===== src/rtl/sram_audio_pkg.sv =====
// Shared types and default sizing for the audio SRAM sequencer.
// The state helpers keep the mode-level decode in one place.
package sram_audio_pkg;

   localparam int ADDR_W_DEF   = 18;
   localparam int DATA_W_DEF   = 16;
   localparam int WAIT_CYC_DEF = 2;

   typedef enum logic [2:0] {
      IDLE,
      REC_WAIT,
      REC_WR,
      PLAY_WAIT,
      PLAY_RD
   } state_t;

   function automatic logic is_rec(input state_t s);
      return (s == REC_WAIT) || (s == REC_WR);
   endfunction

   function automatic logic is_play(input state_t s);
      return (s == PLAY_WAIT) || (s == PLAY_RD);
   endfunction

endpackage


===== src/rtl/sram_access_timer.sv =====
// Access-length down-counter shared by the write and read phases.
// done is high on the last cycle of a WAIT_CYC-long access.
module sram_access_timer
   import sram_audio_pkg::*;
#(
   parameter int WAIT_CYC = WAIT_CYC_DEF
) (
   input  logic clk,
   input  logic rst,
   input  logic start,
   input  logic abort,
   output logic done
);

   localparam int CNT_W = (WAIT_CYC > 1) ? $clog2(WAIT_CYC) : 1;

   logic [CNT_W-1:0] cnt;
   logic             active;

   always_ff @(posedge clk) begin
      if (rst || abort) begin
         active <= 1'b0;
         cnt    <= '0;
      end else if (start) begin
         active <= 1'b1;
         cnt    <= CNT_W'(WAIT_CYC - 1);
      end else if (active) begin
         if (cnt == '0) begin
            active <= 1'b0;
         end else begin
            cnt <= cnt - CNT_W'(1);
         end
      end
   end

   assign done = active && (cnt == '0);

endmodule


===== src/rtl/sram_audio_ctrl.sv =====
// Record/playback sequencer driving the audio SRAM wrapper controls.
// Every output is a flop; strobes and mode levels are decoded from the next state.
module sram_audio_ctrl
   import sram_audio_pkg::*;
#(
   parameter int ADDR_W   = ADDR_W_DEF,
   parameter int DATA_W   = DATA_W_DEF,
   parameter int WAIT_CYC = WAIT_CYC_DEF
) (
   input  logic              clk,
   input  logic              rst,
   input  logic              cmd_record,
   input  logic              cmd_play,
   input  logic              cmd_stop,
   input  logic              loop_en,
   input  logic              sample_valid,
   input  logic [DATA_W-1:0] sample_in,
   input  logic              sample_req,
   output logic [DATA_W-1:0] sample_out,
   output logic              sample_out_valid,
   output logic [ADDR_W-1:0] sram_addr,
   output logic              sram_read,
   output logic              sram_write,
   output logic              sram_play,
   output logic              sram_record,
   output logic [DATA_W-1:0] sram_wdata,
   input  logic [DATA_W-1:0] sram_rdata,
   output logic [ADDR_W:0]   rec_len,
   output logic              busy,
   output logic              full,
   output logic              overrun
);

   state_t              state, state_d;
   logic [ADDR_W-1:0]   addr_d;
   logic [ADDR_W:0]     rec_len_d;
   logic [DATA_W-1:0]   wdata_d;
   logic [DATA_W-1:0]   sample_out_d;
   logic                out_valid_d;
   logic                full_d;
   logic                overrun_d;
   logic                timer_start;
   logic                timer_done;
   logic                cmd_any;
   logic                addr_last;
   logic                play_last;

   assign cmd_any   = cmd_stop | cmd_record | cmd_play;
   assign addr_last = &sram_addr;
   // rec_len is one bit wider so a completely full memory still compares correctly
   assign play_last = (({1'b0, sram_addr} + (ADDR_W+1)'(1)) == rec_len);

   sram_access_timer #(
      .WAIT_CYC (WAIT_CYC)
   ) u_timer (
      .clk   (clk),
      .rst   (rst),
      .start (timer_start),
      .abort (cmd_any),
      .done  (timer_done)
   );

   always_comb begin
      state_d      = state;
      addr_d       = sram_addr;
      rec_len_d    = rec_len;
      wdata_d      = sram_wdata;
      sample_out_d = sample_out;
      out_valid_d  = 1'b0;
      full_d       = full;
      overrun_d    = overrun;
      timer_start  = 1'b0;

      // Commands outrank everything and abandon any access in flight
      if (cmd_stop) begin
         state_d = IDLE;
      end else if (cmd_record) begin
         state_d   = REC_WAIT;
         addr_d    = '0;
         rec_len_d = '0;
         full_d    = 1'b0;
         overrun_d = 1'b0;
      end else if (cmd_play) begin
         if (rec_len == '0) begin
            state_d = IDLE;
         end else begin
            state_d = PLAY_WAIT;
            addr_d  = '0;
         end
      end else begin
         case (state)
            REC_WAIT: begin
               if (sample_valid) begin
                  wdata_d     = sample_in;
                  timer_start = 1'b1;
                  state_d     = REC_WR;
               end
            end
            REC_WR: begin
               if (sample_valid) begin
                  overrun_d = 1'b1;
               end
               if (timer_done) begin
                  rec_len_d = rec_len + (ADDR_W+1)'(1);
                  if (addr_last) begin
                     full_d  = 1'b1;
                     state_d = IDLE;
                  end else begin
                     addr_d  = sram_addr + ADDR_W'(1);
                     state_d = REC_WAIT;
                  end
               end
            end
            PLAY_WAIT: begin
               if (sample_req) begin
                  timer_start = 1'b1;
                  state_d     = PLAY_RD;
               end
            end
            PLAY_RD: begin
               if (timer_done) begin
                  sample_out_d = sram_rdata;
                  out_valid_d  = 1'b1;
                  if (play_last) begin
                     addr_d  = '0;
                     state_d = loop_en ? PLAY_WAIT : IDLE;
                  end else begin
                     addr_d  = sram_addr + ADDR_W'(1);
                     state_d = PLAY_WAIT;
                  end
               end
            end
            default: begin
               state_d = IDLE;
            end
         endcase
      end
   end

   always_ff @(posedge clk) begin
      if (rst) begin
         state            <= IDLE;
         sram_addr        <= '0;
         rec_len          <= '0;
         sram_wdata       <= '0;
         sample_out       <= '0;
         sample_out_valid <= 1'b0;
         full             <= 1'b0;
         overrun          <= 1'b0;
         sram_write       <= 1'b0;
         sram_read        <= 1'b0;
         sram_record      <= 1'b0;
         sram_play        <= 1'b0;
         busy             <= 1'b0;
      end else begin
         state            <= state_d;
         sram_addr        <= addr_d;
         rec_len          <= rec_len_d;
         sram_wdata       <= wdata_d;
         sample_out       <= sample_out_d;
         sample_out_valid <= out_valid_d;
         full             <= full_d;
         overrun          <= overrun_d;
         sram_write       <= (state_d == REC_WR);
         sram_read        <= (state_d == PLAY_RD);
         sram_record      <= is_rec(state_d);
         sram_play        <= is_play(state_d);
         busy             <= (state_d != IDLE);
      end
   end

endmodule


===== config.mk =====
export PLATFORM = sky130hd
export DESIGN_NAME = sram_audio_ctrl
export DESIGN_NICKNAME = d
export VERILOG_FILES = /design/src/rtl/sram_audio_pkg.sv /design/src/rtl/sram_access_timer.sv /design/src/rtl/sram_audio_ctrl.sv
export SDC_FILE = /design/constraint.sdc
export NUM_CORES = 1
export LEC_CHECK = 0
export CORE_AREA = 5 5 99 101
export DETAILED_ROUTE_END_ITERATION = 10
export DIE_AREA = 0 0 104 106
export GPL_TIMING_DRIVEN = 0
export PLACE_DENSITY = 0.79
export SETUP_SLACK_MARGIN = 0.05
export SLEW_MARGIN = 15
export SYNTH_ARGS = -nofsm -noshare
export SYNTH_HDL_FRONTEND = slang
export SYNTH_SLANG_ARGS = --single-unit

===== constraint.sdc =====
create_clock -name clk -period 3.5 [get_ports clk]
set_input_delay 0.7 -clock clk [delete_from_list [all_inputs] [get_ports clk]]
set_output_delay 0.7 -clock clk [all_outputs]
set_load 0.005 [all_outputs]

=== Yosys cells after proc, flatten, opt, wreduce, memory -nomap -nowiden ===
Index checks and enable logic that the tools add are counted.
W data, S select, Z words.

* Bits in registers: 82
* Output and inout port bits: 77
* Word-level logic and storage cells: 106

* Add/sub/neg operators: 4
* Eq/ne operators: 14
* Muxes and demuxes: 46
* Bitwise operators: 7
* Reductions and logical operators: 20

{| class="wikitable"
|+ Operator list
! cell !! count
|-
| $mux W18 || 7
|-
| $mux W19 || 4
|-
| $pmux W18 S2 || 1
|-
| $mux W1 || 22
|-
| $mux W3 || 7
|-
| $add A18 B1 Y19 const B || 1
|-
| $add A19 B1 Y19 const B || 1
|-
| $eq A19 B19 Y1 || 1
|-
| $logic_not A19 Y1 || 1
|-
| $add A18 B1 Y18 const B || 1
|-
| $reduce_and A18 Y1 || 1
|-
| $reduce_and A5 Y1 || 3
|-
| $eq A3 B2 Y1 const B || 4
|-
| $ne A4 B4 Y1 const B || 3
|-
| $pmux W3 S4 || 1
|-
| $reduce_bool A2 Y1 || 5
|-
| $reduce_and A4 Y1 || 2
|-
| $eq A3 B1 Y1 const B || 2
|-
| $eq A3 B3 Y1 const B || 2
|-
| $mux W2 || 3
|-
| $reduce_and A6 Y1 || 1
|-
| $not A1 Y1 || 5
|-
| $reduce_or A5 Y1 || 1
|-
| $reduce_bool A4 Y1 || 1
|-
| 8 further kinds || 11
|}

=== Longest topological paths before layout ===
Gate-level depths: netlist of run 1.

* Depth after elaboration: 10
* Gate-level depth with buffers: 11
* Depth with buffers taken out: 10

=== By module ===
Synthesis of run 1 repeated with hierarchy kept, for this count alone.

* Cell total of the unflattened synthesis: 517
* Area, all modules: 4239.1 µm²

{| class="wikitable"
|+ Modules (own cells, without submodules)
! module !! times used !! cells each !! area an instance (µm²) !! seq. area each (µm²)
|-
| sram_audio_ctrl || 1 || 509 || 4162.7 || 1601.5
|-
| sram_access_timer || 1 || 8 || 76.3 || 40.0
|}

=== Worst setup path after synthesis of run 1 ===
Ideal clock, no wire load.

* Path kind: register to register
* Start point: register sram_addr[0]
* End point: register sram_addr[15]
* Data arrival time: 2.686 ns
* Setup slack: 0.737 ns
* Cell stages (with the launch flop): 11
* Cell sequence: dfxtp_1 -> ha_1 -> nand3_2 -> nor4_2 -> a41o_1 -> a21oi_1 -> o21ai_2 -> and2_0 -> clkbuf_1 -> a21oi_1 -> o22ai_1

* Cells in the longest elaborated chain, start to end: 7
* Elaborated cells on any way between the ends: 13
* Classes of those cells: add/sub: 2; eq/ne: 2; mux: 7; reduce/logical: 2

{| class="wikitable"
|+ RTL lines
! element !! RTL line !! text
|-
| start, declared || sram_audio_ctrl.sv:21 || <nowiki>output logic [ADDR_W-1:0] sram_addr,</nowiki>
|-
| start signal, assigned || sram_audio_ctrl.sv:157 || <nowiki>sram_addr <= addr_d;</nowiki>
|-
| $add A18 B1 Y19 || sram_audio_ctrl.sv:51 || <nowiki>assign play_last = (({1'b0, sram_addr} + (ADDR_W+1)'(1)) == rec_len);</nowiki>
|-
| $eq A19 B19 Y1 || sram_audio_ctrl.sv:51 ||
|-
| $mux W18 || sram_audio_ctrl.sv:124 || <nowiki>if (play_last) begin</nowiki>
|-
| $mux W18 || sram_audio_ctrl.sv:121 || <nowiki>if (timer_done) begin</nowiki>
|-
| $pmux W18 S2 || sram_audio_ctrl.sv:91 || <nowiki>case (state)</nowiki>
|-
| $mux W18 || sram_audio_ctrl.sv:83 || <nowiki>end else if (cmd_play) begin</nowiki>
|-
| $mux W18 || sram_audio_ctrl.sv:77 || <nowiki>end else if (cmd_record) begin</nowiki>
|}

Parallel ways exist; a longest one is shown, timed or not. The select of a mux whose other input is x is not followed.
A chain may end at the register's enable or synchronous reset.

=== Final worst setup path of run 1 ===
* Start point: register sram_addr[6]
* End point: register sram_addr[11]

The elaborated chain is that of the path after synthesis.

==> results.cfg, run 1 <==
[run_status]
status = finished, final reports clean

[logic_synthesis]
syn_avg_cell_area_sq_um = 8.01
synth_compound_area_share_pct = 12.6
yosysSeqAreaShare_pct = 39.6
synth_fa_ha_area_share_pct = 0.905
ys_types = 55
yosys.area_share.xor_xnor_pct = 8.87
synth_edf_count = 0
yosys.area_share.simple_pct = 28.8
synthCells = 518
synth-seq-cells = 82
synth_top_family_by_area = simple AND/OR/NAND/NOR gates
synthMuxAreaShare_pct = 4.59
yosys_warnings = 0
synthArstFlopShare_pct = 0
synthFlopType = dfxtp_1
synthesis.nets = 561
syn_area_sq_um = 4150

[routing]
first_iter_violations = 131
dr.pass1.iters = 4
via_per_inst = 5.51
drc = 0
ant_nets = 0
wl_per_cell_um = 16.0
num_vias = 4185
drt-total-wl_um = 12200

[power_and_ir_drop]
p_seq_share_pct = 52.4
max-vdd-ir-drop_mv = 0.222
leakage_nw = 2.06
combPwrFrac_pct = 7.3
power_switching_mw = 0.451
power_density_nw_per_um2 = 317
p_int_mw = 1.34
p_sw_share_pct = 25.1
pwr-share-clk_pct = 40.3

[setup_path]
crit_fanout = 10
cp.required_ns = 3.75
worstSetupEndpointType = register
worstSetupPathType = reg2reg
start_kind = register
arrival_ns = 3.42
reg2reg_depth = 10

[timing]
setup_ws_ns = 0.325
setup_tns_ns = 0
min_period_ns = 3.17
fin_skew_ns = 0.0165
fmax_mhz = 315
grt_setup_unrepaired = no
setup-violations-final = 0
period_share_pct = 90.7
slew_headroom_pct = 42.7
drv_slew = 0
hold_violations = 0
tightestPinTransition_ns = 0.853

[global_routing]
overflow = 0
antenna_found_initial = 0
grt_usage_pct = 22.2
grt_pass1_vias = 4288
grt_start_max_net_pins = 17
grt_pass1_wl_um = 20500

[die]
initial_core_util_pct = 46.4
row_count = 35
ioPinCount = 117
dieArea_sq_um = 11000
die-height_um = 106
fp.coreArea_sq_um = 8930
die_x_um = 104

[final_layout]
num_antenna_cells = 0
final.fill_count = 766
syn2layout_area_growth_pct = 36.6
nets = 687
drive_gt1_share_pct = 6.01

[cts]
htreeDepth = 3
cts_sinks = 82
clk_pin_slew_ns = 0.09
clk_latency_ns = 0.36
cts_tree = built
cts_made_buffers = 9
ctsLongestPathBuffers = 2
clockRootBuffer = clkbuf_8
holdBufCountCts = 0

[placed_design]
gp_congestion = 0.907
dp_slack_ns = 0.0139
port_buffers = 114
place_hpwl_um = 9420

[worst_hold_path]
min_path_type = reg2reg
hold_depth = 2

[job]
maxCapViolCount = 0
## final timing paths
path / endpoint / slack (ns) / from
worst max-delay path: sram_addr[11] / 0.33 / sram_addr[6]
worst min-delay path: sample_out[5] / 0.46 / sample_out[5]
worst min register to register: sample_out[5] / 0.46 / sample_out[5]
worst max register to register: sram_addr[11] / 0.33 / sram_addr[6]
## cells in the final DEF, fill, tap and decap left out, types with 2 or more instances in the layout
cell type,synthesis,layout
a211oi_1,2,2
a21oi_1,31,31
a311o_1,2,2
a31oi_1,10,10
a32o_1,2,2
and2_1,2,2
and3_1,5,5
and4_1,5,5
buf_2,4,4
buf_4,1,2
clkbuf_1,24,23
clkbuf_8,0,9
clkdlybuf4s50_1,0,114
clkinv_4,0,2
dfxtp_1,82,81
ha_1,3,3
inv_1,20,20
inv_6,0,2
mux2i_1,19,19
nand2_1,68,67
nand2b_1,4,4
nand3_1,19,19
nand3b_1,3,3
nand4_1,14,14
nor2_1,71,71
nor2b_1,7,7
nor3_1,12,10
nor3_2,0,2
nor4_1,10,10
o211ai_1,4,4
o21ai_0,4,4
o21ai_1,4,4
o22ai_1,7,7
or3_1,9,9
or3b_2,3,3
or4_1,2,2
xnor2_1,23,23
xor2_1,19,19
## synthesized netlist by cell type, types with 7 or more instances
| library cell | number | area [sq um] |
|---|---|---|
| dfxtp_1 | 82 | 1640 |
| nor2_1 | 71 | 267 |
| nand2_1 | 68 | 255 |
| a21oi_1 | 31 | 155 |
| clkbuf_1 | 24 | 90.1 |
| xnor2_1 | 23 | 201 |
| inv_1 | 20 | 75.1 |
| mux2i_1 | 19 | 190 |
| nand3_1 | 19 | 95.1 |
| xor2_1 | 19 | 166 |
| nand4_1 | 14 | 87.6 |
| nor3_1 | 12 | 60.1 |
| a31oi_1 | 10 | 62.6 |
| nor4_1 | 10 | 62.6 |
| or3_1 | 9 | 56.3 |
| nor2b_1 | 7 | 43.8 |
| o22ai_1 | 7 | 43.8 |
## cell type report
class                   instances  area, sq um  share of cell area (%)
plain buffers                  29          119                    2.10
clock buffers                   9          124                    2.19
clock inverters                 7         83.8                    1.48
inverters                      20         75.1                    1.32
multi-input cells             387         2330                    41.2
flip-flops and latches         82         1640                    29.0
well taps                     111          139                    2.45
repair buffers                115         1150                    20.3
## critical path, cell delays in order (launching register included)
cell and delay (ns):
dfxtp_1 0.53, nand4_2 0.28, or4_1 0.56, clkbuf_1 0.19, o211ai_1 0.28, nand4_1 0.25, nor4_2 0.34, a211oi_4 0.18
buf_4 0.22, a21oi_1 0.13, o22ai_1 0.09
## state kept, by name, indices dropped and copies added, names as in the netlist, 3 cells and up
signal      count
rec_len        19
sram_addr      18
sample_out     16
sram_wdata     16
state           3
## per-stage QoR
| stage | std cells | utilization (%) | hold slack, ns | area [sq um] | power [mW] |
|---|---|---|---|---|---|
| 2_1_floorplan | 518 | - | 0.453 | 4150 | 1.02 |
| 3_3_place_gp | 743 | 60.8 | 0.442 | 5430 | 1.09 |
| 6_report | 760 | 63.4 | 0.458 | 5670 | 1.80 |
| 3_5_place_dp | 743 | 60.8 | 0.448 | 5430 | 1.09 |
| 5_1_grt | 760 | 63.4 | 0.487 | 5670 | 1.88 |
| 4_1_cts | 759 | 63.2 | 0.460 | 5640 | 1.81 |
## per-layer routing
metal  GRT usage (%)  up-vias  share of wire, %
li1                -     2053                 -
met1            25.3     1943                40
met2            38.0      167                48
met3            8.93       22               9.9
met4            7.12        0               2.2
met5               0        -                 0
## power groups by stage
stage / combinational, mW / sequential [mW] / clock (mW)
6_report: 0.130 / 0.941 / 0.724
5_1_grt: 0.143 / 0.942 / 0.790
4_1_cts: 0.130 / 0.941 / 0.741
3_5_place_dp: 0.129 / 0.963 / 0
3_3_place_gp: 0.126 / 0.963 / 0
2_1_floorplan: 0.0585 / 0.962 / 0
## logic make-up (layout without fill, tap and decap cells)
logic type,Yosys count,count (layout)
flip-flops,82,82
XOR/XNOR,42,42
AND/OR/NAND/NOR,243,243
AO/OA/AOI/OAI,80,80
adder cells (fa/ha/maj),3,3
multiplexers,19,19
buffers and inverters,49,180
## repair_timing
item	CTS	global route
hold endpoints to repair	0	0
pin swaps	0	2
gates resized for setup	1	6
setup buffers	0	1
setup endpoints to repair	9	15
No activity file was read; power rests on OpenSTA's default activity.
==> run 2, diff against run 1 <==
- CORE_AREA: 5 5 99 101 -> 5 5 96 98
- DIE_AREA: 0 0 104 106 -> 0 0 101 103
- PLACE_DENSITY: 0.79 -> 0.84
- SLEW_MARGIN: 15 -> 20
- clock period: 3.5 -> 3.8 ns (I/O delays scaled with it)
==> results.cfg, run 2 (synthesis results as in run 1) <==
[die]
dieArea_sq_um = 10400
die_x_um = 101
initial_core_util_pct = 49.5
row_count = 34
die-height_um = 103
fp.coreArea_sq_um = 8380
ioPinCount = 117

[final_layout]
drive_gt1_share_pct = 5.09
stdcell_area_sq_um = 5630
syn2layout_area_growth_pct = 35.8
nets = 686
reg_top3 = rec_len x19, sram_addr x18
num_antenna_cells = 0
largest_register = rec_len
final_common_cell = clkdlybuf4s50_1
largest_register_ffs = 19
fin_cells = 756
final_cell_mix = 114 x clkdlybuf4s50_1, 82 x dfxtp_1, 71 x nor2_1, 68 x nand2_1, 31 x a21oi_1

[placed_design]
placed_cell_area_sq_um = 5420
gp_congestion = 0.927
place_inst = 740
port_buffers = 114
place_hpwl_um = 9170

[timing]
setup-violations-final = 0
slew_headroom_pct = 43.0
grt_setup_unrepaired = no
hold_violations = 0
whs_ns = 0.459
tightestPinTransition_ns = 0.849
fmax_mhz = 287
setup_tns_ns = 0
fin_skew_ns = 0.0100
period_share_pct = 91.6
min_period_ns = 3.48
drv_slew = 0

[power_and_ir_drop]
combPwrFrac_pct = 7.3
p_sw_share_pct = 24.6
power_switching_mw = 0.402
p_seq_share_pct = 53.1
leakage_nw = 2.04
power_density_nw_per_um2 = 290
pwr-share-clk_pct = 39.6
p_int_mw = 1.23
max-vdd-ir-drop_mv = 0.224

[global_routing]
grt_usage_pct = 23.8
grt_pass1_vias = 4216
grt_start_max_net_pins = 16
antenna_found_initial = 0
grt_pass1_wl_um = 19800
overflow = 0

[setup_path]
arrival_ns = 3.76
r2r-start = sram_addr[0]
start_kind = register
worstSetupEndpointType = register
worstSetupPathType = reg2reg
ff2ff_setup_slack_ns = 0.32
reg2reg_depth = 9
cp.required_ns = 4.08
reg2reg_to = sram_addr[5]
crit_fanout = 9

[routing]
via_per_inst = 5.60
drt-total-wl_um = 12200
num_vias = 4231
dr.pass1.iters = 6
first_iter_violations = 257
ant_nets = 0
wl_per_cell_um = 16.2
drc = 0

[cts]
cts_tree = built
clockRootBuffer = clkbuf_8
holdBufCountCts = 0
cts_setup_buffers = 0
cts_made_buffers = 9
ctsLongestPathBuffers = 2
htreeDepth = 3
cts_resized = 0
cts_sinks = 82
clk_pin_slew_ns = 0.09
clk_latency_ns = 0.36

[worst_hold_path]
hold_end = sample_out[13]
min_path_type = reg2reg
hold_start = sample_out[13]
hold_depth = 2

[job]
maxCapViolCount = 0

[run_status]
status = finished, final reports clean
[run 2: per-stage QoR]
step                setup WS [ns]  total power, mW  util, %
floorplan                    1.04            0.940        -
detailed placement          0.263             1.01     64.7
finish                      0.318             1.63     67.2
global route                0.132             1.70     67.2
CTS                         0.221             1.64     67.1
global placement            0.314             1.00     64.7
[run 2: cell type report]
cell class / instances / area (sq um)
Clock buffer: 9 / 124
Multi-Input combinational cell: 387 / 2320
Timing Repair Buffer: 114 / 1140
Fill cell: 714 / 2750
Inverter: 20 / 75.1
Tap cell: 108 / 135
Buffer: 29 / 118
Sequential cell: 82 / 1640
Clock inverter: 7 / 76.3
[run 2: worst max path at each step]
stage,startpoint,slack [ns],end,depth (start not counted)
floorplan,sram_addr[0],1.04,sram_addr[15],10
global placement,sram_addr[0],0.31,sram_addr[5],9
detailed placement,sram_addr[0],0.26,sram_addr[5],9
CTS,sram_addr[0],0.22,sram_addr[5],9
global route,sram_addr[0],0.13,sram_addr[5],9
finish,sram_addr[0],0.32,sram_addr[5],9
[run 2: power groups by stage]
stage               sequential, mW  clock [mW]  combinational (mW)
global route                 0.868       0.699               0.131
global placement             0.887           0               0.116
floorplan                    0.886           0              0.0539
finish                       0.867       0.646               0.120
detailed placement           0.887           0               0.119
CTS                          0.867       0.653               0.119
[run 2: metal layers]
metal / vias up / global-route usage [%] / part of all wire, %
li1: 2050 / - / -
met1: 1949 / 26.8 / 40
met3: 32 / 8.86 / 9.3
met5: - / 0 / 0
met2: 200 / 40.9 / 47
met4: 0 / 9.71 / 2.9
[run 2: worst max-delay path, cell delays in order (launching register included)]
cell and delay [ns]:
dfxtp_1 0.53, ha_1 0.32, nand3_2 0.24, nor4_4 0.55, nand4_1 0.26, xor2_1 0.21, and4_4 0.21, a211oi_4 0.45
nand2_1 0.35, o22ai_1 0.28
==> run 3, diff against run 2 <==
--- a/constraint.sdc
+++ b/constraint.sdc
@@ -3,2 +3,2 @@
 set_output_delay 0.76 -clock clk [all_outputs]
-set_load 0.005 [all_outputs]
+set_load 0.02 [all_outputs]
==> results of run 3 <==
Same layout as run 2 (identical final DEF). Status: finished, final reports clean.
Main changes from that run: total power 1.63 mW -> 1.64 mW
==> patch 1: new RTL, config.mk and constraints of run 1 <==
Take the reset off `sram_wdata` and load it in a clocked block of its own.
--- a/src/rtl/sram_audio_ctrl.sv
+++ b/src/rtl/sram_audio_ctrl.sv
@@ -143,5 +143,4 @@
          sram_addr        <= '0;
          rec_len          <= '0;
-         sram_wdata       <= '0;
          sample_out       <= '0;
          sample_out_valid <= 1'b0;
@@ -157,5 +156,4 @@
          sram_addr        <= addr_d;
          rec_len          <= rec_len_d;
-         sram_wdata       <= wdata_d;
          sample_out       <= sample_out_d;
          sample_out_valid <= out_valid_d;
@@ -170,4 +168,8 @@
    end
 
+   always_ff @(posedge clk) begin
+      sram_wdata <= wdata_d;
+   end
+
 endmodule
 
Formal check against the unedited RTL: differs if rst is asserted again (counterexample within 4 cycles, from zero or initial values and one cycle with rst high); with rst held inactive, the same outputs for 4 cycles.
==> patch 1 against run 1 <==
Sequential power grew 3.0%; largest cell class unchanged; maximum frequency shrank 1.5%; setup slack worse by 0.050 ns; cell area rose by 0.11%; power fell by 0.40%; largest power group unchanged; core utilization increased by 0.070 points; sequential cell count did not move; wire length increased by 0.48%; global-route usage is 0.85 points lower; synthesized cell count fell by 4.8%; synthesized area up 0.45%; count of clock-buffer cells in the layout grew 2; critical endpoint is now sram_addr[10].
==> patch 1: results <==
run_status:
  status: "complete, no violations"
hold_path:
  timing.hold.worst.class: "reg -> reg"
  holdPathEnd: "sample_out[15]"
  min_from: "sample_out[15]"
route:
  routed_vias_inst: 5.70
  first_iter_violations: 336
  avgRoutedWirePerCell_um: 16.6
synthesis:
  synth_enable_flop_cells: 16
  synth_area_in_adders_pct: 0.901
  synth.distinct_cells: 59
  most_numerous_cell_types_in_the_synthesized_netlist: "68 x nand2_1, 66 x dfxtp_1, 46 x nor2_1"
  synth_xor_area_share_pct: 6.94
  post_synthesis_sequential_area_ratio_pct: 43.2
  post_synth_inst_count: 493
  synth.area.top_cells: "dfxtp_1 32%, edfxtp_1 12%, nand2_1 6.1%"
setup_path:
  endpoint_of_the_worst_slack_reg_to_reg_timing_path: "sram_addr[10]"
  cp.arrival_ns: 3.46
  r2r-start: "sram_addr[0]"
  ff2ff_path_depth: 10
placed_design:
  setup_slack_after_placement_ns: 0.115
  globalplace.congestion: 0.880
  numPlacedInstances: 720
  hpwl_um: 9350
  placed_cell_areas_um2: 5470
grt:
  grt_pass1_wl_um: 19500
  vias_in_the_first_global_route: 4052
  grt_start_max_net_pins: 15
timing:
  max_freq_mhz: 310
  finalClockSkew_ns: 0.0109
power_and_ir_drop:
  standby_leakage_power_nw: 1.88
  ir_worst_vdd_uv: 229
cells_and_area:
  drive_above_1_share_pct: 6.08
## patch 1: area by class of cell
cell class                      count  area (um^2)
Fill cell                         788         3260
Multi-Input combinational cell    363         2160
Sequential cell                    82         1800
Timing Repair Buffer              116         1160
Buffer                             27          139
Tap cell                          111          139
Clock buffer                       11          131
Inverter                           21         78.8
Clock inverter                      5         62.6
## patch 1: through the flow
| step | hold slack [ns] | utilization, % |
|---|---|---|
| floorplan | 0.444 | - |
| global placement | 0.441 | 61.1 |
| detailed placement | 0.447 | 61.3 |
| CTS | 0.460 | 63.4 |
| global route | 0.487 | 63.5 |
| finish | 0.459 | 63.5 |
## patch 1: repair_timing
item / in CTS / in global routing
gates resized for setup: 0 / 1
buffers inserted: 0 / 0
hold buffers: 0 / 0
setup endpoints to repair: 0 / 4
## patch 1: how the worst max path moves through the flow
stage	startpoint	end	slack (ns)
2_1_floorplan	sram_addr[0]	sram_addr[3]	0.76
3_3_place_gp	cmd_record	sram_wdata[0]	-0.40
3_5_place_dp	cmd_play	rec_len[16]	0.11
4_1_cts	sram_addr[0]	sram_addr[12]	0.24
5_1_grt	sram_addr[0]	busy	0.08
6_report	sram_addr[0]	sram_addr[10]	0.28
## patch 1: metal layers
metal | track usage (%) | routed length [um] | up-vias
met4 | 7.40 | 175 | 0
li1 | - | - | 2012
met1 | 26.5 | 5140 | 1998
met3 | 4.13 | 870 | 14
met5 | 0 | 0 | -
met2 | 37.1 | 6050 | 169
## patch 1: worst max-delay path: stages (launching register included)
cell,delay (ns)
dfxtp_1,0.47
ha_1,0.35
nand4_1,0.25
nor3_4,0.33
o221ai_1,0.19
a221o_1,0.41
nor4_4,0.42
nand4_4,0.21
buf_6,0.20
a31oi_1,0.18
mux2i_1,0.10
## patch 1: power by group
part | switching, W | internal [W] | total, W
logic | 0.0000637 | 0.0000654 | 0.000129
clock network | 0.000356 | 0.000334 | 0.000690
registers | 0.00000367 | 0.000965 | 0.000969
## patch 1: cells by family (layout without fill, tap and decap cells)
| group | Yosys count | after routing |
|---|---|---|
| AO/OA/AOI/OAI | 97 | 97 |
| adder cells (fa/ha/maj) | 3 | 3 |
| flip-flops | 82 | 82 |
| AND/OR/NAND/NOR | 226 | 226 |
| buffers and inverters | 48 | 180 |
| XOR/XNOR | 33 | 33 |
| multiplexers | 4 | 4 |
==> patch 2: new RTL, config.mk and constraints of run 1 <==
Made on the original files. The package constant `ADDR_W_DEF` goes from 18 to 14.
--- a/src/rtl/sram_audio_pkg.sv
+++ b/src/rtl/sram_audio_pkg.sv
@@ -3,5 +3,5 @@
 package sram_audio_pkg;
 
-   localparam int ADDR_W_DEF   = 18;
+   localparam int ADDR_W_DEF   = 14;
    localparam int DATA_W_DEF   = 16;
    localparam int WAIT_CYC_DEF = 2;
Interface: changed (resized rec_len and sram_addr); port bits go from 117 to 109. The function was not compared with the original's and may differ.
==> patch 2 against run 1 <==
Cell area down 9.1%; sequential cell count decreased by 8; synthesized area down 9.8%; wire length down 12%; clock power shrank 11%; cell count down 8.6%; power is 12% lower; synthesized cell count decreased by 11%; largest power group unchanged; clock skew shrank 0.0048 ns; count of clock-buffer cells in the layout up 1; largest cell class unchanged; setup slack gained 0.062 ns.
==> patch 2: results <==
setup_path:
  worst_setup_path_startpoint: "sram_addr[0]"
  critPathTopFamily: "compound AO/OA/AOI/OAI gates"
  largest_stage_delay_worst_path_ns: 0.52
  cp.arrival_ns: 3.39
grt:
  grt_start_max_net_pins: 15
  grt_pass1_wl_um: 17600
  globalRouteTotalUtil_pct: 19.1
route:
  route.vias.total: 3780
  first_iter_violations: 126
  avgRoutedWirePerCell_um: 15.4
synthesis:
  most_numerous_cell_types_in_the_synthesized_netlist: "85 x nand2_1, 74 x dfxtp_1, 44 x a21oi_1"
  synth.distinct_cells: 69
  post_synth_inst_count: 460
  number_of_storage_elements_in_the_synthesis_netlist: 74
placed_design:
  globalplace.congestion: 0.887
  hpwl_um: 8110
  setup_slack_after_placement_ns: 0.0178
  placed_cell_areas_um2: 4960
cells_and_area:
  nonClockBufferCount: 134
  drive_above_1_share_pct: 8.39
  fill_cells: 859
  multi_input_gate_share_of_the_layout_cell_area_pct: 40.2
  area.sequential_um2: 1480
  finalNonFillerCells: 695
power_and_ir_drop:
  power.sequential.fraction_pct: 53.4
  clkPwrFrac_pct: 40.6
  power.switching_fraction_pct: 25.6
  ir_worst_vdd_uv: 213
clock_network:
  cts_resized: 0
run_status:
  status: "complete, no violations"
timing:
  final.hold.worst_slack_ns: 0.453
==> patch 2: changes by cell type after synthesis, sizes merged, moves of 7 or more <==
cell / delta
xor2: -7
xnor2: -7
mux2i: -19
nand2: +18
a21oi: +12
dfxtp: -8
nor2: -37
==> patch 2: logic make-up (layout without fill, tap and decap cells) <==
group                      Yosys count  after routing  synth area share [%]
DFF                                 74             74                  39.6
adders and majority gates            3              3                  1.00
buffers and inverters               40            164                  5.25
xor gates and xnor gates            29             29                  7.19
muxes                                3              3                 0.903
and+or+nand+nor                    206            206                  28.2
AOI/OAI and AO/OA                  105            105                  17.9
==> patch 2: layer usage <==
layer  up-vias  share of wire (%)  track usage (%)
met5         -                  0                0
met2       133                 48             31.4
met3        20                9.2             8.14
met4         0                1.5             6.66
li1       1855                  -                -
met1      1772                 42             22.2
==> patch 2: worst min-delay path, stage by stage, from the launching register on <==
cell     delay [ns]
dfxtp_1        0.31
nand2_1        0.05
a21oi_1        0.05
